<file path="src/rtl/imm_extend_pipe.sv">
// imm_extend_pipe: two-stage valid/ready immediate extender with rotated imm8, carry and flush
// Ports:
//   clk, reset (async, active-high), flush (sync squash of both stages)
//   in_valid/in_ready, Instr, ImmSrc       : upstream handshake and immediate fields
//   out_valid/out_ready, ExtImm            : downstream handshake and extended immediate
//   imm_carry, carry_valid                 : rotator carry-out and its qualifier
module imm_extend_pipe #(
    parameter int DATA_W   = 32,
    parameter int INSTR_W  = 24,
    parameter int BR_SHIFT = 2
) (
    input  logic               clk,
    input  logic               reset,
    input  logic               flush,
    input  logic               in_valid,
    output logic               in_ready,
    input  logic [INSTR_W-1:0] Instr,
    input  logic [1:0]         ImmSrc,
    output logic               out_valid,
    input  logic               out_ready,
    output logic [DATA_W-1:0]  ExtImm,
    output logic               imm_carry,
    output logic               carry_valid
);
    logic              r_s1v;
    logic [1:0]        r_mode;
    logic [DATA_W-1:0] r_pre;
    logic [3:0]        r_rot;
    logic              r_s2v;
    logic [DATA_W-1:0] r_ext;
    logic              r_carry;
    logic              r_cv;

    logic                w_s2_free;
    logic                w_accept;
    logic                w_move;
    logic [DATA_W-1:0]   w_br;
    logic [DATA_W-1:0]   w_pre;
    logic [31:0]         w_amt;
    logic [31:0]         w_sh;
    logic [2*DATA_W-1:0] w_dbl;
    logic [DATA_W-1:0]   w_rot;
    logic                w_rot_on;

    assign w_s2_free = !r_s2v || out_ready;
    assign in_ready  = !r_s1v || w_s2_free;
    assign w_accept  = in_valid && in_ready && !flush;
    assign w_move    = r_s1v && w_s2_free && !flush;

    always_comb begin
        w_br  = {{(DATA_W-INSTR_W){Instr[INSTR_W-1]}}, Instr} << BR_SHIFT;
        w_pre = (ImmSrc == 2'b00) ? {{(DATA_W-8){1'b0}}, Instr[7:0]} :
                (ImmSrc == 2'b01) ? {{(DATA_W-12){1'b0}}, Instr[11:0]} :
                (ImmSrc == 2'b10) ? w_br :
                                    {{(DATA_W-8){1'b0}}, Instr[11:8], Instr[3:0]};
    end

    // Only mode 00 rotates; other modes carry a zero rotate so stage 2 passes them through.
    always_comb begin
        w_amt    = {27'd0, r_rot, 1'b0};
        w_sh     = (w_amt >= 32'(DATA_W)) ? w_amt - 32'(DATA_W) : w_amt;
        w_dbl    = {r_pre, r_pre} >> w_sh;
        w_rot    = w_dbl[DATA_W-1:0];
        w_rot_on = (r_mode == 2'b00) && (r_rot != 4'd0);
    end

    always_ff @(posedge clk or posedge reset) begin
        if (reset) begin
            r_s1v  <= 1'b0;
            r_mode <= 2'b00;
            r_pre  <= '0;
            r_rot  <= 4'd0;
        end else begin
            r_s1v <= flush ? 1'b0 : (w_accept || (r_s1v && !w_move));
            if (w_accept) begin
                r_mode <= ImmSrc;
                r_pre  <= w_pre;
                r_rot  <= (ImmSrc == 2'b00) ? Instr[11:8] : 4'd0;
            end
        end
    end

    always_ff @(posedge clk or posedge reset) begin
        if (reset) begin
            r_s2v   <= 1'b0;
            r_ext   <= '0;
            r_carry <= 1'b0;
            r_cv    <= 1'b0;
        end else begin
            r_s2v <= flush ? 1'b0 : (w_move || (r_s2v && !out_ready));
            if (w_move) begin
                r_ext   <= w_rot;
                r_carry <= w_rot_on && w_rot[DATA_W-1];
                r_cv    <= w_rot_on;
            end
        end
    end

    assign out_valid   = r_s2v;
    assign ExtImm      = r_ext;
    assign imm_carry   = r_carry;
    assign carry_valid = r_cv;
endmodule
</file>
<file path="config.mk">
export PLATFORM = sky130hd
export DESIGN_NAME = imm_extend_pipe
export DESIGN_NICKNAME = d
export VERILOG_FILES = /design/src/rtl/imm_extend_pipe.sv
export SDC_FILE = /design/constraint.sdc
export NUM_CORES = 1
export LEC_CHECK = 0
export CAP_MARGIN = 10
export CORE_MARGIN = 4
export CORE_UTILIZATION = 45
export CTS_CLUSTER_SIZE = 30
export DETAILED_ROUTE_END_ITERATION = 16
export PLACE_DENSITY_LB_ADDON = 0.08
export SYNTH_ARGS = -nofsm -noshare
export SYNTH_HDL_FRONTEND = slang
export SYNTH_SLANG_ARGS = --single-unit
export TNS_END_PERCENT = 1
</file>
<file path="constraint.sdc">
create_clock -name clk -period 2 [get_ports clk]
set_input_delay 0.4 -clock clk [delete_from_list [all_inputs] [get_ports clk]]
set_output_delay 0.4 -clock clk [all_outputs]
set_load 0.005 [all_outputs]
</file>
==> results of run 1 <==
cells in the mapped netlist, drive strengths merged, types with 5 or more instances:
| cell | count |
|---|---|
| nand2 | 75 |
| dfrtp | 68 |
| mux2i | 42 |
| o21ai | 37 |
| nor2 | 21 |
| clkbuf | 18 |
| mux4 | 18 |
| a221o | 17 |
| buf | 16 |
| a22oi | 11 |
| o221ai | 10 |
| a222oi | 9 |
| a21oi | 8 |
| nor2b | 8 |
| mux2 | 5 |
registers in the layout (all words and copies together), names as in the netlist:
name and cells:
out_valid 1, r_s1v 1, ExtImm 32, r_mode 2, imm_carry 1, r_pre 26
carry_valid 1, r_rot 4
metrics by stage:
step | setup slack (ps) | cells
floorplan | 263 | 398
global placement | 32.2 | 564
detailed placement | -13.3 | 564
CTS | 26.2 | 579
global route | 4.88 | 579
finish | 89.6 | 579
what timing repair did:
action | 4_1_cts | 5_1_grt
hold buffers | 0 | 0
endpoints found under the setup margin | 0 | 8
resized for setup | 0 | 5
worst min-delay path by stage:
stage	end	slack, ps
after floorplan	r_s1v	460
after global placement	ExtImm[25]	460
after detailed placement	ExtImm[17]	470
after CTS	ExtImm[17]	490
after global routing	ExtImm[25]	510
final	ExtImm[21]	490
area by class of cell:
cell class / instances / area, um2 / share of cell area
sequential: 68 / 1700 / 0.328
inverter: 5 / 22.5 / 0.00434
clock buffer: 13 / 159 / 0.0306
timing repair buffer: 92 / 983 / 0.190
multi-input combinational: 291 / 2170 / 0.419
clock inverter: 2 / 10.0 / 0.00193
tap: 108 / 135 / 0.0260
power breakdown:
part / internal, W / total, W / switching [W]
Clock: 0.000508 / 0.00100 / 0.000493
Combinational: 0.000757 / 0.00131 / 0.000553
Sequential: 0.00160 / 0.00179 / 0.000192
Total: 0.00287 / 0.00410 / 0.00124
routing by layer:
metal  part of all wire  GRT usage  wire length (um)
met5                  0          0                 0
met4              0.024     0.0707               256
met3              0.061     0.0332               644
met2               0.47      0.343              4910
met1               0.45      0.284              4670
worst max-delay path: stages (launching register included):
cell,delay [ps]
dfrtp_2,410
buf_12,190
mux4_2,530
mux2i_1,310
nor2_1,70
a221o_1,270
cell families after synthesis:
logic type,Yosys count,share of synthesized area
xor+xnor,1,0.00216
compound gates,109,0.193
simple gates,116,0.119
mux,65,0.218
buf+inv,39,0.0486
flops,68,0.419
==> qor.csv, run 1 <==
stage,metric,value,unit
status,outcome,"finished, final reports clean",
sta,Slew @ Worst Pin,529,ps
setup_path,crit-path max FO,19,
power,worst-case vdd ir drop,0.348,mV
power,PwrDens,791,nW/um2
drt,Final ANT Viol Nets,0,
global_routing,initial antenna violation count,0,
power,Pleak,2.09,nW
yosys,"EDFF count, synth",0,
yosys,Synth Instances,398,
sta,Final Max Tran Viols,0,
clocking,Max clock buf depth,2,
drt,DRT Pass-1 Iters,6,
yosys,YS warnings,0,
setup_path,CP Launch Type,flip-flop,
sta,crit path time final,1910,ps
clocking,CTS Sinks,68,
setup_path,element type at the critical path end,flip-flop,
clocking,CTS tree,built,
floorplan,die span in y,103,um
floorplan,io pins,67,
placement,IO buf count,66,
global_routing,vias in the first global route,3432,
sta,unrepaired setup endpoints after global routing,no,
sta,final setup fails,0,
yosys,Netlist Area Pre-Place,4060,um2
floorplan,die width,103,um
yosys,Synth Register Bits,68,
placement,DP Wirelength,8000,um
sta,count of final hold-check violations,0,
drt,# DRC,0,
drt,WL per Instance,18.1,um
drt,routed vias/inst,5.94,
clocking,H-tree levels,3,
global_routing,largest net degree at the start of global routing,69,
yosys,Avg Inst Size Synth,10.2,um2
setup_path,CP required,2220,ps
sta,Tcrit/Tclk final,0.955,
cells_and_area,Final Util,0.592,
yosys,top post-synthesis cells by area,"dfrtp_1 (42%), mux2i_1 (10%), mux4_2 (10%)",
yosys,post-synth top area cell,dfrtp_1,
sta,FMAX,523,MHz
placement,placer congestion estimate,1.01,
yosys,post-synthesis sequential area ratio,0.419,
yosys,Post-Syn Nets,429,
floorplan,initial core utilization,0.464,
floorplan,die area,10600,um2
global_routing,GRT Util Overall,0.210,
drt,Routed Wire Length,10500,um
min_path,WHS Path Cells,2,
min_path,Min-Delay Path Class,reg -> reg,
cells_and_area,final instance area,5190,um2
yosys,Async SR Flop Fraction,1.00,
cells_and_area,post-layout net count,498,
global_routing,global route overflow,0,
floorplan,core footprint,8760,um2
drt,DR vias,3442,
yosys,ys flop type,dfrtp_1,
power,Total Power,0.00410,W
yosys,Synth top area share,0.419,
cells_and_area,fraction of layout instances using a drive strength above 1,0.144,
sta,clock skew,11.2,ps
global_routing,first-pass GRT wire length,17200,um
setup_path,FF-to-FF Start,r_rot[0],
setup_path,Reg-to-Reg End,ExtImm[8],
clocking,root buf cell,clkbuf_8,
placement,placed cell areas,5010,um2
sta,slew margin rel.,0.646,
cells_and_area,most frequent cells in the layout,"nand2_1 (75), dfrtp_1 (66), clkdlybuf4s50_1 (65)",
cells_and_area,"most common cell after layout, fill and taps aside",nand2_1,
yosys,synth unique cells,36,
setup_path,R2R Setup Slk,90,ps
setup_path,WS Path Type,reg -> reg,
sta,setup TNS,0,ps
clocking,clk slew on worst S/H paths,70,ps
setup_path,reg2reg path depth,5,
floorplan,Cell Rows,34,
sta,WHS,489,ps
clocking,total CTS buffers,9,
setup_path,CP arrival,2130,ps
min_path,Hold Startpoint,ExtImm[21],
clocking,Skew-Pair Late Insertion Delay,340,ps
cells_and_area,fillers,807,
cells_and_area,antenna cells,0,
clocking,Post-CTS Setup Repair Bufs,0,
cells_and_area,synth-to-layout area growth,27.7,%
setup_path,Worst Setup SP,r_rot[0],
drt,initial DRC count,225,
flow_run,max_cap viols,0,
setup_path,end of the critical path,ExtImm[8],
No activity file was read; power rests on OpenSTA's default activity.
==> run 2, diff against run 1 <==
Settings changed: RECOVER_POWER from default to 100.
==> qor.csv, run 2 (same netlist as run 1, synthesis figures left out) <==
stage,metric,value,unit,change
min_path,WHS Path Cells,2,,unchanged
sta,Slew @ Worst Pin,909,ps,+381 ps
drt,WL per Instance,18.1,um,about the same
floorplan,io pins,67,,unchanged
cells_and_area,antenna cells,0,,unchanged
drt,met1 WL,4630,um,-0.75%
drt,routed vias/inst,5.93,,-0.20%
global_routing,GRT Util Overall,0.210,,unchanged
clocking,number of gates resized after cts,0,,unchanged
global_routing,initial antenna violation count,0,,unchanged
drt,Routed Wire Length,10500,um,about the same
floorplan,die area,10600,um2,unchanged
sta,count of final hold-check violations,0,,unchanged
floorplan,initial core utilization,0.464,,unchanged
floorplan,Cell Rows,34,,unchanged
global_routing,largest net degree at the start of global routing,69,,unchanged
cells_and_area,fraction of layout instances using a drive strength above 1,0.134,,-0.0106
sta,clock skew,11.4,ps,+0.188 ps
placement,IO buf count,66,,unchanged
flow_run,max_cap viols,0,,unchanged
status,outcome,"finished, final reports clean",,
setup_path,CP required,2220,ps,about the same
floorplan,die span in y,103,um,unchanged
sta,crit path time final,1900,ps,-11.7 ps
drt,met3 wire len,660,um,+2.5%
cells_and_area,Layout Cells excl Fill,579,,unchanged
sta,FMAX,527,MHz,+0.62%
setup_path,crit-path max FO,19,,unchanged
power,Total Power,0.00401,W,-2.3%
cells_and_area,synth-to-layout area growth,25.9,%,
drt,Max Used Layer,met4,,
clocking,# hold bufs at CTS,0,,unchanged
min_path,Hold Startpoint,ExtImm[21],,
global_routing,vias in the first global route,3432,,unchanged
setup_path,WS Path Type,reg -> reg,,
placement,DP Wirelength,8000,um,unchanged
setup_path,slowest CP cell,mux4_2,,
setup_path,critical-path cell list,"buf_12, mux4_2, mux2i_1, nor2_1, a221o_1",,
clocking,Max clock buf depth,2,,unchanged
setup_path,Reg-to-Reg End,ExtImm[8],,
setup_path,CP Launch Type,flip-flop,,
cells_and_area,post-layout net count,498,,unchanged
sta,Final Max Tran Viols,0,,unchanged
drt,Met2 Wirelength,4960,um,+1.0%
cells_and_area,most frequent cells in the layout,"nand2_1 (75), dfrtp_1 (66), mux2i_1 (40)",,
clocking,H-tree levels,3,,unchanged
setup_path,element type at the critical path end,flip-flop,,
sta,slew margin rel.,0.394,,-0.253
cells_and_area,max reg flops,32,,unchanged
sta,unrepaired setup endpoints after global routing,no,,
global_routing,global route overflow,0,,unchanged
placement,Inst Count DP,564,,unchanged
sta,final setup fails,0,,unchanged
drt,Final ANT Viol Nets,0,,unchanged
setup_path,CP arrival,2110,ps,-20 ps
power,worst-case vdd ir drop,0.347,mV,-0.24%
drt,DR vias,3435,,-0.20%
setup_path,worst path buffer plus inverter count,1,,unchanged
clocking,CTS Sinks,68,,unchanged
cells_and_area,final instance area,5120,um2,-1.4%
drt,DRT Pass-1 Iters,6,,unchanged
clocking,clk slew on worst S/H paths,70,ps,about the same
min_path,Min-Delay Path Class,reg -> reg,,
sta,setup TNS,0,ps,unchanged
floorplan,core footprint,8760,um2,unchanged
floorplan,die width,103,um,unchanged
power,PwrDens,784,nW/um2,-0.91%
placement,placed cell areas,5010,um2,unchanged
clocking,root buf cell,clkbuf_8,,
drt,# DRC,0,,unchanged
clocking,total CTS buffers,9,,unchanged
setup_path,FF-to-FF Start,r_rot[0],,
sta,Tcrit/Tclk final,0.949,,-0.00586
setup_path,R2R Setup Slk,100,ps,about the same
clocking,Post-CTS Setup Repair Bufs,0,,unchanged
cells_and_area,"most common cell after layout, fill and taps aside",nand2_1,,
setup_path,cell family with most CP delay,multiplexers,,
clocking,Skew-Pair Late Insertion Delay,340,ps,about the same
drt,initial DRC count,228,,+1.3%
clocking,CTS tree,built,,
power,Pleak,2.14,nW,+2.4%
global_routing,first-pass GRT wire length,17200,um,unchanged
setup_path,reg2reg path depth,5,,unchanged
placement,placer congestion estimate,1.01,,unchanged
setup_path,crit-path max cell delay,530,ps,about the same
min_path,Min-Delay Endpoint,ExtImm[21],,
==> run 2: cell count changes in the layout (fill, tap and decap cells not counted), moves of 2 or more <==
cell / change
buf_12: -5
dlygate4sd3_1: +37
clkbuf_4: +3
clkbuf_2: +2
clkbuf_1: +3
clkdlybuf4s50_1: -37
buf_4: -5
==> run 2: worst max path at each step <==
stage	start	slack, ps	to	depth (start not counted)
after floorplan	r_rot[0]	260	ExtImm[16]	6
after global placement	r_rot[2]	30	ExtImm[15]	5
after detailed placement	flush	-10	ExtImm[8]	5
after CTS	r_rot[2]	30	ExtImm[18]	5
after global routing	r_rot[2]	10	ExtImm[18]	5
final	r_rot[0]	100	ExtImm[8]	5
==> run 2: final cells by class <==
type	count	area, um2
fillers	814	3650
multi-input cells	291	2170
flip-flops and latches	68	1700
repair buffers	92	911
clock buffers	13	159
well taps	108	135
inverters	5	22.5
clock inverters	2	10.0
==> run 2: layer usage <==
| metal | up-vias | GRT usage |
|---|---|---|
| met2 | 129 | 0.343 |
| met4 | 0 | 0.0707 |
| li1 | 1634 | - |
| met1 | 1651 | 0.284 |
| met3 | 21 | 0.0332 |
| met5 | - | 0 |
==> run 2: power breakdown <==
part	switching [W]	internal, W
registers	0.000184	0.00160
logic	0.000552	0.000675
clock network	0.000491	0.000508
total	0.00123	0.00278
==> run 2: per-stage QoR <==
step / hold slack [ps] / worst slack (ps) / util
2_1_floorplan: 463 / 263 / -
5_1_grt: 501 / 12.2 / 0.584
4_1_cts: 490 / 26.2 / 0.591
6_report: 484 / 101 / 0.584
3_3_place_gp: 464 / 32.2 / 0.571
3_5_place_dp: 471 / -13.3 / 0.571
==> run 2: worst register-to-register path: cells and delay by family, from the launching register on <==
kind	cells	cell delay (ps)
buf+inv	1	180
compound gates	1	270
flops	1	390
simple gates	1	70
mux	2	860
==> run 3, diff against run 2 <==
Settings changed: MAX_ROUTING_LAYER from default to met4.
==> qor.csv, run 3 (same netlist as run 1, synthesis figures left out) <==
stage,metric,value,unit,change
placement,DP Wirelength,7900,um,-1.2%
power,Total Power,0.00401,W,about the same
power,sequential share of power,0.444,,about the same
global_routing,GRT Util Overall,0.210,,about the same
cells_and_area,post-layout net count,498,,unchanged
power,switching share of total power,0.305,,-0.00121
cells_and_area,fraction of layout instances using a drive strength above 1,0.138,,+0.00425
placement,Inst Count DP,564,,unchanged
power,Comb power frac,0.306,,about the same
floorplan,initial core utilization,0.464,,unchanged
drt,DRT Pass-1 Iters,8,,+2
floorplan,core footprint,8760,um2,unchanged
sta,count of final hold-check violations,0,,unchanged
clocking,CTS Sinks,68,,unchanged
floorplan,die span in y,103,um,unchanged
floorplan,die width,103,um,unchanged
drt,initial DRC count,221,,-3.1%
setup_path,critical-path cell list,"buf_12, mux4_2, mux2i_2, nor2_1, a221o_1",,
drt,Routed Wire Length,10200,um,-2.4%
placement,pre-CTS setup slack,23.8,ps,+37.1 ps
setup_path,element type at the critical path end,flip-flop,,
clocking,root buf cell,clkbuf_8,,
drt,routed vias/inst,5.96,,+0.47%
setup_path,crit-path max cell delay,550,ps,+20 ps
setup_path,crit-path max FO,18,,-1
drt,WL per Instance,17.7,um,-2.4%
power,worst-case vdd ir drop,0.414,mV,+19%
global_routing,vias in the first global route,3249,,-5.3%
clocking,Max clock buf depth,2,,unchanged
global_routing,met3 Use GR,0.0433,,+0.0101
power,P_sw,0.00122,W,-0.35%
cells_and_area,synth-to-layout area growth,26.4,%,
clocking,Skew-Pair Late Insertion Delay,340,ps,about the same
setup_path,Worst Setup SP,r_rot[0],,
min_path,Min-Delay Path Class,reg -> reg,,
status,outcome,"finished, final reports clean",,
setup_path,FF-to-FF Start,r_rot[0],,
clocking,H-tree levels,3,,unchanged
clocking,total CTS buffers,9,,unchanged
setup_path,slowest CP cell,mux4_2,,
floorplan,die area,10600,um2,unchanged
clocking,CTS tree,built,,
power,Pleak,2.15,nW,+0.42%
setup_path,WS Path Type,reg -> reg,,
global_routing,largest net degree at the start of global routing,58,,-16%
sta,final worst slack,90.5,ps,-10.8 ps
sta,FMAX,524,MHz,-0.57%
drt,DR vias,3451,,+0.47%
drt,# DRC,0,,unchanged
placement,placer congestion estimate,1.01,,+0.19%
sta,setup TNS,0,ps,unchanged
global_routing,global route overflow,0,,unchanged
floorplan,Cell Rows,34,,unchanged
global_routing,first-pass GRT wire length,16600,um,-3.6%
power,PwrDens,781,nW/um2,-0.39%
sta,clock skew,6.08,ps,-5.36 ps
setup_path,cell family with most CP delay,multiplexers,,
global_routing,met2 global-route usage,0.314,,-0.0291
flow_run,max_cap viols,0,,unchanged
global_routing,initial antenna violation count,0,,unchanged
global_routing,GR Layer Usage met1,0.288,,+0.00402
cells_and_area,Layout Cells excl Fill,579,,unchanged
clocking,clk slew on worst S/H paths,70,ps,about the same
power,Pint,0.00279,W,+0.22%
sta,unrepaired setup endpoints after global routing,no,,
drt,Final ANT Viol Nets,0,,unchanged
sta,slew margin rel.,0.545,,+0.151
min_path,Hold Startpoint,ExtImm[17],,
cells_and_area,most frequent cells in the layout,"nand2_1 (75), dfrtp_1 (66), mux2i_1 (40)",,
placement,placed cell areas,5020,um2,+0.25%
setup_path,CP required,2220,ps,about the same
setup_path,CP arrival,2130,ps,+20 ps
cells_and_area,max reg flops,32,,unchanged
floorplan,io pins,67,,unchanged
cells_and_area,antenna cells,0,,unchanged
sta,Slew @ Worst Pin,682,ps,-227 ps
placement,IO buf count,66,,unchanged
cells_and_area,final instance area,5140,um2,+0.44%
global_routing,GRT Max-Usage Layer,met2,,
setup_path,worst path buffer plus inverter count,1,,unchanged
sta,Tcrit/Tclk final,0.955,,+0.00542
setup_path,CP Launch Type,flip-flop,,
sta,final setup fails,0,,unchanged
power,clock share of power,0.250,,about the same
sta,crit path time final,1910,ps,+10.8 ps
cells_and_area,"most common cell after layout, fill and taps aside",nand2_1,,
sta,Final Max Tran Viols,0,,unchanged
==> run 3: final cells by class <==
type | instances | area (um2)
fill | 823 | 3620
multi-input combinational | 291 | 2170
sequential | 68 | 1700
timing repair buffer | 92 | 936
clock buffer | 13 | 159
tap | 108 | 135
inverter | 5 | 20.0
clock inverter | 2 | 10.0
==> run 3: timing repair <==
item	4_1_cts	5_1_grt
buffers inserted	0	0
setup endpoints to repair	0	8
endpoints found under the hold margin	0	0
hold buffers	0	0
gates resized for setup	0	5
==> run 3: routing by layer <==
layer	vias to the layer above	share of wire
met5	-	0
met4	0	0.017
met3	14	0.072
met2	149	0.46
met1	1644	0.46
li1	1644	-
==> run 3: power groups by stage <==
| stage | logic, W | registers [W] | clock network [W] |
|---|---|---|---|
| after floorplan | 0.000693 | 0.00177 | 0 |
| after global placement | 0.00129 | 0.00181 | 0 |
| after detailed placement | 0.00131 | 0.00182 | 0 |
| after CTS | 0.00131 | 0.00179 | 0.00103 |
| after global routing | 0.00135 | 0.00181 | 0.00110 |
| final | 0.00123 | 0.00178 | 0.00100 |
==> run 3: worst paths after layout <==
| kind | end | slack (ps) | depth (start not counted) |
|---|---|---|---|
| worst max-delay path | ExtImm[0] | 90 | 5 |
| min in group asynchronous | r_pre[0] | 550 | 2 |
| max in group asynchronous | ExtImm[1] | 400 | 3 |
| worst min-delay path | ExtImm[17] | 480 | 1 |
| worst min register to register | ExtImm[17] | 480 | 1 |
| worst max register to register | ExtImm[0] | 90 | 5 |
==> run 3: through the flow <==
step	hold slack, ps	util
floorplan	463	-
finish	478	0.586
detailed placement	475	0.573
global placement	463	0.573
CTS	391	0.592
global route	491	0.586
